[config.mk]
export PLATFORM = sky130hd
export DESIGN_NAME = data_memory_arbiter
export DESIGN_NICKNAME = d
export VERILOG_FILES = /design/src/rtl/data_memory_arbiter_pkg.sv /design/src/rtl/data_memory_arbiter_rr.sv /design/src/rtl/data_memory_arbiter.sv
export SDC_FILE = /design/constraint.sdc
export NUM_CORES = 1
export LEC_CHECK = 0
export BUFFER_PORTS_ARGS = -buffer_cell sky130_fd_sc_hd__buf_4
export CAP_MARGIN = 20
export CELL_PAD_IN_SITES_DETAIL_PLACEMENT = 2
export CELL_PAD_IN_SITES_GLOBAL_PLACEMENT = 2
export CORE_UTILIZATION = 14
export DETAILED_ROUTE_END_ITERATION = 7
export MAX_ROUTING_LAYER = met4
export PLACE_DENSITY_LB_ADDON = 0.1
export SYNTH_ARGS = -nofsm -noshare
export SYNTH_HDL_FRONTEND = slang
export SYNTH_SLANG_ARGS = --single-unit
export TNS_END_PERCENT = 50
[constraint.sdc]
create_clock -name clk -period 2.18 [get_ports clk]
set_input_delay 0.218 -clock clk [delete_from_list [all_inputs] [get_ports clk]]
set_output_delay 0.218 -clock clk [all_outputs]
set_load 0.05 [all_outputs]
[src/rtl/data_memory_arbiter_pkg.sv]
// Shared definitions for the data memory arbiter: FSM states and requester port ids.
package data_memory_arbiter_pkg;

    typedef enum logic {
        ARB_IDLE = 1'b0,
        ARB_RESP = 1'b1
    } arb_state_t;

    localparam logic PORT_LSU = 1'b0;
    localparam logic PORT_DBG = 1'b1;

endpackage

[src/rtl/data_memory_arbiter_rr.sv]
// Two-way round-robin grant: a lone requester always wins, on a tie the port
// that was not served last wins.
module rr_arbiter2
    import data_memory_arbiter_pkg::*;
(
    input  logic [1:0] i_valid,
    input  logic       i_rr_last,
    output logic       o_grant_valid,
    output logic       o_grant
);

    always_comb begin
        o_grant_valid = |i_valid;
        if (i_valid == 2'b11) begin
            o_grant = ~i_rr_last;
        end else if (i_valid[1]) begin
            o_grant = PORT_DBG;
        end else begin
            o_grant = PORT_LSU;
        end
    end

endmodule

[src/rtl/data_memory_arbiter.sv]
// Shares the single-port data memory between the core LSU (port 0) and the debug
// loader (port 1); one access in flight, registered response with error flag.
module data_memory_arbiter
    import data_memory_arbiter_pkg::*;
#(
    parameter int DEPTH_WORDS = 1024,
    parameter int DATA_W      = 32
) (
    input  logic              clk,
    input  logic              reset,
    input  logic              r0_valid,
    output logic              r0_ready,
    input  logic              r0_write,
    input  logic [DATA_W-1:0] r0_addr,
    input  logic [DATA_W-1:0] r0_wdata,
    output logic              r0_rsp_valid,
    input  logic              r0_rsp_ready,
    output logic [DATA_W-1:0] r0_rsp_rdata,
    output logic              r0_rsp_err,
    input  logic              r1_valid,
    output logic              r1_ready,
    input  logic              r1_write,
    input  logic [DATA_W-1:0] r1_addr,
    input  logic [DATA_W-1:0] r1_wdata,
    output logic              r1_rsp_valid,
    input  logic              r1_rsp_ready,
    output logic [DATA_W-1:0] r1_rsp_rdata,
    output logic              r1_rsp_err,
    output logic              memory_read,
    output logic              memory_write,
    output logic [DATA_W-1:0] address,
    output logic [DATA_W-1:0] write_data,
    input  logic [DATA_W-1:0] read_data
);

    localparam logic [DATA_W-1:0] ADDR_LIMIT = DATA_W'(DEPTH_WORDS * 4);

    arb_state_t        r_state;
    logic              r_rr_last;
    logic              r_owner;
    logic [DATA_W-1:0] r_rsp_rdata;
    logic              r_rsp_err;

    logic              w_grant_valid;
    logic              w_grant;
    logic              w_accept;
    logic              w_write;
    logic [DATA_W-1:0] w_addr;
    logic [DATA_W-1:0] w_wdata;
    logic              w_err;
    logic              w_owner_rsp_ready;

    rr_arbiter2 u_rr_arbiter2 (
        .i_valid      ({r1_valid, r0_valid}),
        .i_rr_last    (r_rr_last),
        .o_grant_valid(w_grant_valid),
        .o_grant      (w_grant)
    );

    // Reset gates the accept so nothing reaches memory while the arbiter is held in reset.
    assign w_accept          = (r_state == ARB_IDLE) && w_grant_valid && !reset;
    assign w_write           = (w_grant == PORT_DBG) ? r1_write : r0_write;
    assign w_addr            = (w_grant == PORT_DBG) ? r1_addr  : r0_addr;
    assign w_wdata           = (w_grant == PORT_DBG) ? r1_wdata : r0_wdata;
    assign w_err             = (w_addr[1:0] != 2'b00) || (w_addr >= ADDR_LIMIT);
    assign w_owner_rsp_ready = (r_owner == PORT_DBG) ? r1_rsp_ready : r0_rsp_ready;

    assign r0_ready     = w_accept && (w_grant == PORT_LSU);
    assign r1_ready     = w_accept && (w_grant == PORT_DBG);
    assign memory_read  = w_accept && !w_write && !w_err;
    assign memory_write = w_accept &&  w_write && !w_err;
    assign address      = w_accept ? w_addr  : '0;
    assign write_data   = w_accept ? w_wdata : '0;

    assign r0_rsp_valid = (r_state == ARB_RESP) && (r_owner == PORT_LSU);
    assign r1_rsp_valid = (r_state == ARB_RESP) && (r_owner == PORT_DBG);
    assign r0_rsp_rdata = r_rsp_rdata;
    assign r1_rsp_rdata = r_rsp_rdata;
    assign r0_rsp_err   = r_rsp_err;
    assign r1_rsp_err   = r_rsp_err;

    always_ff @(posedge clk) begin
        if (reset) begin
            r_state     <= ARB_IDLE;
            r_rr_last   <= PORT_DBG;
            r_owner     <= PORT_LSU;
            r_rsp_rdata <= '0;
            r_rsp_err   <= 1'b0;
        end else begin
            case (r_state)
                ARB_IDLE: begin
                    if (w_accept) begin
                        r_rr_last   <= w_grant;
                        r_owner     <= w_grant;
                        r_rsp_rdata <= (!w_write && !w_err) ? read_data : '0;
                        r_rsp_err   <= w_err;
                        r_state     <= ARB_RESP;
                    end
                end
                ARB_RESP: begin
                    if (w_owner_rsp_ready) begin
                        r_state <= ARB_IDLE;
                    end
                end
                default: r_state <= ARB_IDLE;
            endcase
        end
    end

endmodule

==> out/metrics.csv, run 1 <==
metric;value;unit
Worst Hold Class;primary input to register;
hold buffer count at cts;0;
fill count;2083;
crit path DAT;1.90;ns
final setup margin;0.0624;ns
CTS buffer count;5;
max-cap violation count;0;
Critical Path RT;1.96;ns
register bit total from synthesis;36;
drt drc;0;
GPL Wtd Cong;0.750;
synth unique cells;34;
Die X;137;um
ys async rst share;0;%
Cells after Synth;373;
area leader, netlist;dfxtp_1;
Skew-Pair Late Insertion Delay;0.28;ns
clk buf depth;2;
CP endpoint kind;primary output;
Peak Freq;472;MHz
num rows;48;
first-pass GRT wire length;21.6;mm
Top FF cell, synth;dfxtp_1;
Die Height;137;um
Sink Count;36;
antenna fix cells;0;
worst IR drop on VDD;0.346;mV
TNS Setup;0;ns
DRT iter0 DRCs;103;
die area;18600;um^2
layout cell share with drive strength beyond 1;52.7;%
Post-Syn Nets;541;
sequential share of the synthesized area;28.4;%
H-tree depth;2;
CTS tree;yes;
status;completed;
Area Overhead vs Synth;101;%
Clock Skews;0.00339;ns
CORE AREA;17500;um^2
Root Buffer;clkbuf_16;
Tmin final;2.12;ns
relative slew slack;70.0;%
drt wl/cell;17.5;um
CP startpoint kind;register;
crit-path max FO;5;
Mean Syn Cell Area;6.79;um^2
final period utilization;97.1;%
Setup Fix Bufs, Post-CTS;0;
vias per cell;4.34;
Post-synth EDFFs;0;
DR vias;3739;
Antenna Nets Post-Route;0;
# IOs;304;
top cell type's share of synthesized area;28.4;%
dpl ws;0.179;ns
static leakage;0.00261;uW
most frequent cell after synthesis;nand2_1;
synth cell count leaders;nand2_1 (132), a21oi_1 (65), dfxtp_1 (36);
total gr overflow;0;
Cell Area, Synth;2530;um^2
fin. max-slew vios;0;
Net count, final;804;
Starting Density;14.5;%
Hold Vio Cnt, Final;0;
warnings from Yosys;0;
largest net degree at the start of global routing;47;
drt first pass iters;4;
vias in the first global route;3981;
dpl hpwl;12.0;mm
Crit Path Category;register to primary output;
PD cells;502;nW/um^2
Setup violations, final;0;
top cells by area, synth;dfxtp_1 (28%), nand2_1 (20%), a21oi_1 (13%);
Clock transition at path regs;0.06;ns
initial antenna violation count;0;
Post-Route WL;15.1;mm
Least-Margin Pin Slew;0.445;ns
Port-buffer cells;303;
GRT Total Usage;15.5;%
==> layer usage <==
layer	global-route usage (%)	vias up	wire, um
li1	-	1771	-
met1	16.8	1778	5690
met2	27.9	180	7840
met3	4.11	10	1350
met4	3.46	0	172
met5	-	-	0
==> metrics by stage <==
step | cell area [um^2] | hold WS (ns) | util [%] | total power, uW | cells
floorplan | 2540 | 0.287 | - | 1210 | 373
global placement | 4840 | 0.428 | 27.7 | 1680 | 852
detailed placement | 4840 | 0.433 | 27.7 | 1690 | 852
CTS | 5030 | 0.140 | 28.8 | 2580 | 860
global route | 5100 | 0.138 | 29.2 | 2690 | 862
finish | 5100 | 0.147 | 29.2 | 2560 | 862
==> cells by family after synthesis <==
| logic type | after synthesis | share of synthesized area, % |
|---|---|---|
| AND/OR/NAND/NOR | 167 | 28.1 |
| flip-flops | 36 | 28.4 |
| buffers and inverters | 62 | 15.7 |
| AO/OA/AOI/OAI | 107 | 27.3 |
| multiplexers | 1 | 0.395 |
==> flip-flops by register name, indices dropped and copies added, names as in the netlist <==
name,flops
r0_rsp_err,1
r0_rsp_rdata,32
r_owner,1
r_rr_last,1
r_state,1
==> worst paths after layout <==
| kind | slack [ns] | startpoint | cells after the start | to |
|---|---|---|---|---|
| setup / recovery | 0.06 | r_rr_last | 5 | memory_write |
| hold / removal | 0.15 | read_data[8] | 2 | r0_rsp_rdata[8] |
| setup reg to reg | 0.31 | r_rr_last | 7 | r0_rsp_rdata[20] |
| hold reg to reg | 0.49 | r_owner | 1 | r_owner |
==> cell type report <==
class / count / area, um^2 / share of cell area [%]
Inverter: 1 / 3.75 / 0.0737
Sequential cell: 36 / 722 / 14.2
Multi-Input combinational cell: 275 / 1460 / 28.6
Clock buffer: 7 / 153 / 3.00
Tap cell: 225 / 282 / 5.52
Timing Repair Buffer: 317 / 2450 / 48.1
Clock inverter: 1 / 30.0 / 0.589
==> placed cells by master, fill, tap and decap left out, types with 2 or more instances in the layout <==
| master | instances |
|---|---|
| a22o_1 | 33 |
| dfxtp_1 | 35 |
| nor2_1 | 3 |
| nor2_2 | 2 |
| clkbuf_16 | 7 |
| nor4_1 | 8 |
| nor3_1 | 2 |
| buf_4 | 310 |
| buf_12 | 2 |
| nand2_1 | 132 |
| a21oi_1 | 65 |
| and4b_1 | 2 |
| clkbuf_8 | 2 |
| nor2b_1 | 2 |
| nand2b_1 | 4 |
| and3_1 | 2 |
| nand3_1 | 2 |
| buf_6 | 3 |
==> critical path, stage by stage (launching register included) <==
cell and delay, ns:
dfxtp_2 0.36, a21bo_4 0.25, or4_4 0.44, and2_4 0.19, nor3_1 0.15, buf_4 0.24
==> where the power goes <==
part | switching (uW) | leakage (uW) | internal [uW] | total (uW)
clock | 270 | 0.0000901 | 602 | 872
sequential | 8.57 | 0.000291 | 665 | 674
combinational | 611 | 0.00223 | 401 | 1010
==> timing repair <==
item,in CTS,in global routing
pin swaps,0,1
endpoints found under the setup margin,27,9
gates resized for setup,2,5
gates cloned,0,2
Power figures use the tool's default switching activity.
==> run 2: changes to the inputs <==
--- a/config.mk
+++ b/config.mk
@@ -12,7 +12,7 @@
 export CORE_UTILIZATION = 14
 export DETAILED_ROUTE_END_ITERATION = 7
 export MAX_ROUTING_LAYER = met4
-export PLACE_DENSITY_LB_ADDON = 0.1
+export PLACE_DENSITY = 0.79
 export SYNTH_ARGS = -nofsm -noshare
 export SYNTH_HDL_FRONTEND = slang
 export SYNTH_SLANG_ARGS = --single-unit
==> run 2 against run 1 <==
  * Core utilization decreased by 0.38 points
  * Register-to-register slack improved by 0.03 ns
  * Worst hold slack improved by 0.0019 ns
  * Clock power decreased by 7.8%
  * Sequential share of layout area increased by 0.19 points
  * Via count decreased by 0.19%
  * Worst setup slack got worse by 0.040 ns
  * Largest cell class unchanged
  * Critical endpoint is now memory_read
  * Combinational power about the same
  * First-iteration DRC count decreased by 17%
  * Count of clock-buffer cells in the layout decreased by 2
==> out/metrics.csv, run 2 (synthesis gave the netlist of run 1 again) <==
metric;value;unit;change
status;completed;;
GPL Wtd Cong;0.805;;+7.3%
commonest non-fill, non-tap cell in the layout;buf_4;;
hold buffer count at cts;0;;unchanged
DR vias;3732;;-0.19%
vias in the first global route;3970;;-0.28%
fill count;2020;;-3.0%
Port-buffer cells;303;;unchanged
vias per cell;4.34;;about the same
worst IR drop on VDD;0.318;mV;-8.0%
Die X;137;um;unchanged
Peak Freq;463;MHz;-1.9%
static leakage;0.00257;uW;-1.6%
Setup violations, final;0;;unchanged
Post-Route WL;13.7;mm;-9.1%
Critical Path RT;1.96;ns;about the same
CORE AREA;17500;um^2;unchanged
area of the multi-input gates;1460;um^2;+0.17%
Critical Path Slowest Stage Cell;or4_4;;
Starting Density;14.5;%;unchanged
max incr delay on CP;0.43;ns;about the same
Clock Skews;0.00777;ns;+0.00438 ns
initial antenna violation count;0;;unchanged
Die Height;137;um;unchanged
Reg area;722;um^2;unchanged
Sink Count;36;;unchanged
Worst Hold Class;primary input to register;;
Root Buffer;clkbuf_16;;
GRT Total Usage;13.9;%;-1.5 points
relative slew slack;48.5;%;-22 points
max-cap violation count;0;;unchanged
Hold Vio Cnt, Final;0;;unchanged
crit path DAT;1.94;ns;+0.04 ns
final period utilization;99.0;%;+1.8 points
dpl hpwl;11.4;mm;-5.0%
drt drc;0;;unchanged
CP startpoint kind;register;;
Crit Path Category;register to primary output;;
crit-path max FO;5;;unchanged
Antenna Nets Post-Route;0;;unchanged
H-tree depth;2;;unchanged
CP endpoint kind;primary output;;
Largest register FFs;32;;unchanged
clk buf depth;2;;unchanged
Layout Cells excl Fill;860;;-0.23%
largest net degree at the start of global routing;49;;+4.3%
layout cell share with drive strength beyond 1;52.6;%;-0.15 points
commonest non-fill, non-tap cells in the layout;buf_4 (311), nand2_1 (132), a21oi_1 (65);;
Least-Margin Pin Slew;0.770;ns;+0.325 ns
Clock transition at path regs;0.06;ns;about the same
RSZ-0062 raised after global routing;true;;
drt first pass iters;4;;unchanged
worst-path cell chain;a21bo_4 -> or4_4 -> and2_1 -> nor3b_2 -> buf_6;;
Inst Count DP;850;;-0.23%
total gr overflow;0;;unchanged
Final Core Density;28.8;%;-0.38 points
first-pass GRT wire length;19.9;mm;-7.9%
Worst Path Buf+Inv;1;;unchanged
die area;18600;um^2;unchanged
# IOs;304;;unchanged
drt wl/cell;15.9;um;-8.9%
Tmin final;2.16;ns;+0.0401 ns
antenna fix cells;0;;unchanged
CTS tree;yes;;
Skew-Pair Late Insertion Delay;0.28;ns;about the same
PD cells;491;nW/um^2;-2.1%
num rows;48;;unchanged
DRT iter0 DRCs;86;;-17%
Area Overhead vs Synth;98.5;%;
Crit path max-delay family;simple AND/OR/NAND/NOR gates;;
Net count, final;802;;-0.25%
CTS buffer count;5;;unchanged
fin. max-slew vios;0;;unchanged
-- run 2: through the flow --
stage	setup TNS, ns	cell area [um^2]	worst slack, ns	hold WS [ns]	power (uW)
final	0	5030	0.0223	0.149	2470
after floorplan	-0.614	2540	-0.367	0.287	1210
after global routing	-0.00354	5030	-0.00354	0.148	2580
after CTS	0	5020	0.0115	0.143	2510
after detailed placement	0	4830	0.244	0.433	1690
after global placement	0	4830	0.221	0.428	1660
-- run 2: timing repair --
item,4_1_cts,5_1_grt
resized for setup,3,3
setup buffers,2,0
gates cloned,0,0
endpoints found under the setup margin,43,1
pin swaps,1,0
-- run 2: per-layer routing --
metal / wire length [um] / vias to the layer above / track usage, %
li1: - / 1766 / -
met1: 5260 / 1770 / 14.9
met2: 7310 / 187 / 26.6
met3: 1010 / 9 / 2.41
met4: 114 / 0 / 2.78
met5: 0 / - / -
-- run 2: power by group --
part           total (uW)  switching, uW  internal, uW  leakage, uW
Clock                 804            268           536    0.0000798
Sequential            673           7.54           666     0.000291
Combinational         995            605           390      0.00220
Total                2470            880          1590      0.00257
-- run 2: path summary, 6_finish.rpt --
path | from | end | slack, ns | cells after the start
worst max-delay path | r_rr_last | memory_read | 0.02 | 5
worst min-delay path | read_data[22] | r0_rsp_rdata[22] | 0.15 | 2
worst max register to register | r_rr_last | r0_rsp_rdata[30] | 0.34 | 6
worst min register to register | r_rr_last | r_rr_last | 0.51 | 2
-- run 2: layout make-up --
class | instances | share of cell area (%)
clock inverter | 3 | 0.846
inverter | 1 | 0.0746
sequential | 36 | 14.4
clock buffer | 5 | 2.49
timing repair buffer | 315 | 47.7
tap | 225 | 5.60
multi-input combinational | 275 | 29.0
==> run 3: changes to the inputs <==
--- a/config.mk
+++ b/config.mk
@@ -7,12 +7,11 @@
 export LEC_CHECK = 0
 export BUFFER_PORTS_ARGS = -buffer_cell sky130_fd_sc_hd__buf_4
 export CAP_MARGIN = 20
-export CELL_PAD_IN_SITES_DETAIL_PLACEMENT = 2
-export CELL_PAD_IN_SITES_GLOBAL_PLACEMENT = 2
-export CORE_UTILIZATION = 14
+export CORE_AREA = 2 2 120 122
 export DETAILED_ROUTE_END_ITERATION = 7
+export DIE_AREA = 0 0 122 124
 export MAX_ROUTING_LAYER = met4
-export PLACE_DENSITY = 0.79
+export PLACE_DENSITY = 0.49
 export SYNTH_ARGS = -nofsm -noshare
 export SYNTH_HDL_FRONTEND = slang
 export SYNTH_SLANG_ARGS = --single-unit
==> run 3 against run 2 <==
  * Maximum frequency about the same
  * Sequential power is essentially flat
  * Count of clock-buffer cells in the layout unchanged
  * Power down 0.83%
  * Flip-flop and latch count stayed put
  * Critical path depth unchanged
  * Largest cell class unchanged
  * Largest power group unchanged
==> out/metrics.csv, run 3 (synthesis gave the netlist of run 1 again) <==
metric;value;unit;change
status;completed;;
vias per cell;4.40;;+1.3%
Inst Count DP;804;;-5.4%
first-pass GRT wire length;16.6;mm;-16%
Die Height;124;um;-9.2%
Post-Route WL;11.5;mm;-16%
Root Buffer;clkbuf_16;;
largest net degree at the start of global routing;65;;+33%
drt drc;0;;unchanged
commonest non-fill, non-tap cells in the layout;buf_4 (306), nand2_1 (132), a21oi_1 (65);;
Port-buffer cells;303;;unchanged
antenna fix cells;0;;unchanged
RSZ-0062 raised after global routing;true;;
commonest non-fill, non-tap cell in the layout;buf_4;;
CTS tree;yes;;
vias in the first global route;3327;;-16%
Net count, final;799;;-0.37%
worst-path cell chain;a21bo_4 -> or4_4 -> and2_1 -> nor3b_2 -> buf_6;;
hold buffer count at cts;0;;unchanged
num rows;43;;-10%
Area Overhead vs Synth;96.0;%;
clk buf depth;2;;unchanged
CTS buffer count;5;;unchanged
Starting Density;18.5;%;+4.0 points
static leakage;0.00256;uW;-0.36%
final period utilization;98.9;%;about the same
Critical Path RT;1.96;ns;about the same
CORE AREA;13700;um^2;-21%
layout cell share with drive strength beyond 1;52.2;%;-0.38 points
post-route design area;4960;um^2;-1.3%
worst reg-to-reg path cell count;6;;unchanged
CP startpoint kind;register;;
Net Sw Frac;35.1;%;-0.47 points
drt first pass iters;6;;+2
Tmin final;2.16;ns;-0.00170 ns
fin. max-slew vios;0;;unchanged
drt wl/cell;14.2;um;-11%
Worst Hold Class;primary input to register;;
GRT Total Usage;13.9;%;about the same
# IOs;304;;unchanged
GPL Wtd Cong;0.813;;+1.1%
max incr delay on CP;0.44;ns;about the same
Internal;1590;uW;-0.10%
Hold Vio Cnt, Final;0;;unchanged
Net Sw Power;861;uW;-2.1%
total gr overflow;0;;unchanged
Antenna Nets Post-Route;0;;unchanged
relative slew slack;72.7;%;+24 points
sequential power share;27.5;%;+0.3 points
DR vias;3571;;-4.3%
Clock power frac;32.8;%;+0.3 points
Skew-Pair Late Insertion Delay;0.28;ns;about the same
crit-path max FO;9;;+4
Clock transition at path regs;0.06;ns;about the same
Setup violations, final;0;;unchanged
PD cells;494;nW/um^2;+0.47%
Clock Skews;0.00144;ns;-0.00633 ns
Largest register FFs;32;;unchanged
hold path cells;2;;unchanged
Crit Path Category;register to primary output;;
placed cell areas;4770;um^2;-1.1%
dpl hpwl;9.29;mm;-18%
initial antenna violation count;0;;unchanged
Layout Cells excl Fill;812;;-5.6%
Logic pwr share;39.7;%;-0.5 points
DRT iter0 DRCs;84;;-2.3%
Sink Count;36;;unchanged
worst IR drop on VDD;0.429;mV;+35%
die area;15100;um^2;-19%
Critical Path Slowest Stage Cell;or4_4;;
crit path DAT;1.94;ns;about the same
H-tree depth;2;;unchanged
max-cap violation count;0;;unchanged
Least-Margin Pin Slew;0.405;ns;-0.364 ns
Peak Freq;464;MHz;about the same
Die X;122;um;-11%
CP endpoint kind;primary output;;
[run 3: cell types whose count changed in the layout (fill, tap and decap cells not counted)]
cell    change
nor2_1      +1
nor2_2      -1
buf_12      +1
buf_6       +1
buf_4       -5
[run 3: area by class of cell]
type	instances	area, um^2
Tap cell	180	225
Sequential cell	36	722
Timing Repair Buffer	312	2390
Multi-Input combinational cell	275	1460
Clock buffer	5	125
Clock inverter	3	42.5
Inverter	1	3.75
Fill cell	1432	8750
[run 3: routing by layer]
metal / vias up / track usage (%) / wire, um
met2: 198 / 25.0 / 5950
met5: - / - / 0
met1: 1607 / 16.2 / 4460
met4: 0 / 2.80 / 82
met3: 7 / 2.66 / 1030
li1: 1759 / - / -
[run 3: worst paths after layout]
kind	startpoint	to	slack, ns
worst max-delay path	r_rr_last	memory_read	0.02
worst min-delay path	read_data[30]	r0_rsp_rdata[30]	0.15
worst max register to register	r_rr_last	r0_rsp_rdata[28]	0.34
worst min register to register	r_owner	r_owner	0.47
[run 3: through the flow]
step	hold slack (ns)	power [uW]	setup slack, ns	TNS (ns)	util [%]
after global routing	0.141	2570	-0.0494	-0.0620	36.2
after global placement	0.428	1660	0.255	0	34.8
final	0.147	2450	0.0240	0	36.2
after CTS	0.138	2480	0.0173	0	36.1
after floorplan	0.287	1210	-0.367	-0.614	-
after detailed placement	0.431	1660	0.195	0	34.8
[run 3: power by group through the flow]
stage	Combinational (uW)	Sequential, uW	Clock (uW)
global placement	972	687	0
detailed placement	975	688	0
floorplan	518	693	0
global route	1040	674	861
finish	973	674	805
CTS	980	674	829
[run 3: worst max-delay path: cells and delay by family (launching register included)]
kind            cells  cell delay [ns]
compound gates      1             0.26
buf+inv             1             0.19
flops               1             0.35
simple gates        3             0.86
[run 3: what timing repair did]
action | in CTS | in global routing
buffers inserted | 0 | 0
resized for setup | 4 | 2
endpoints found under the setup margin | 3 | 2
pin swaps | 1 | 0
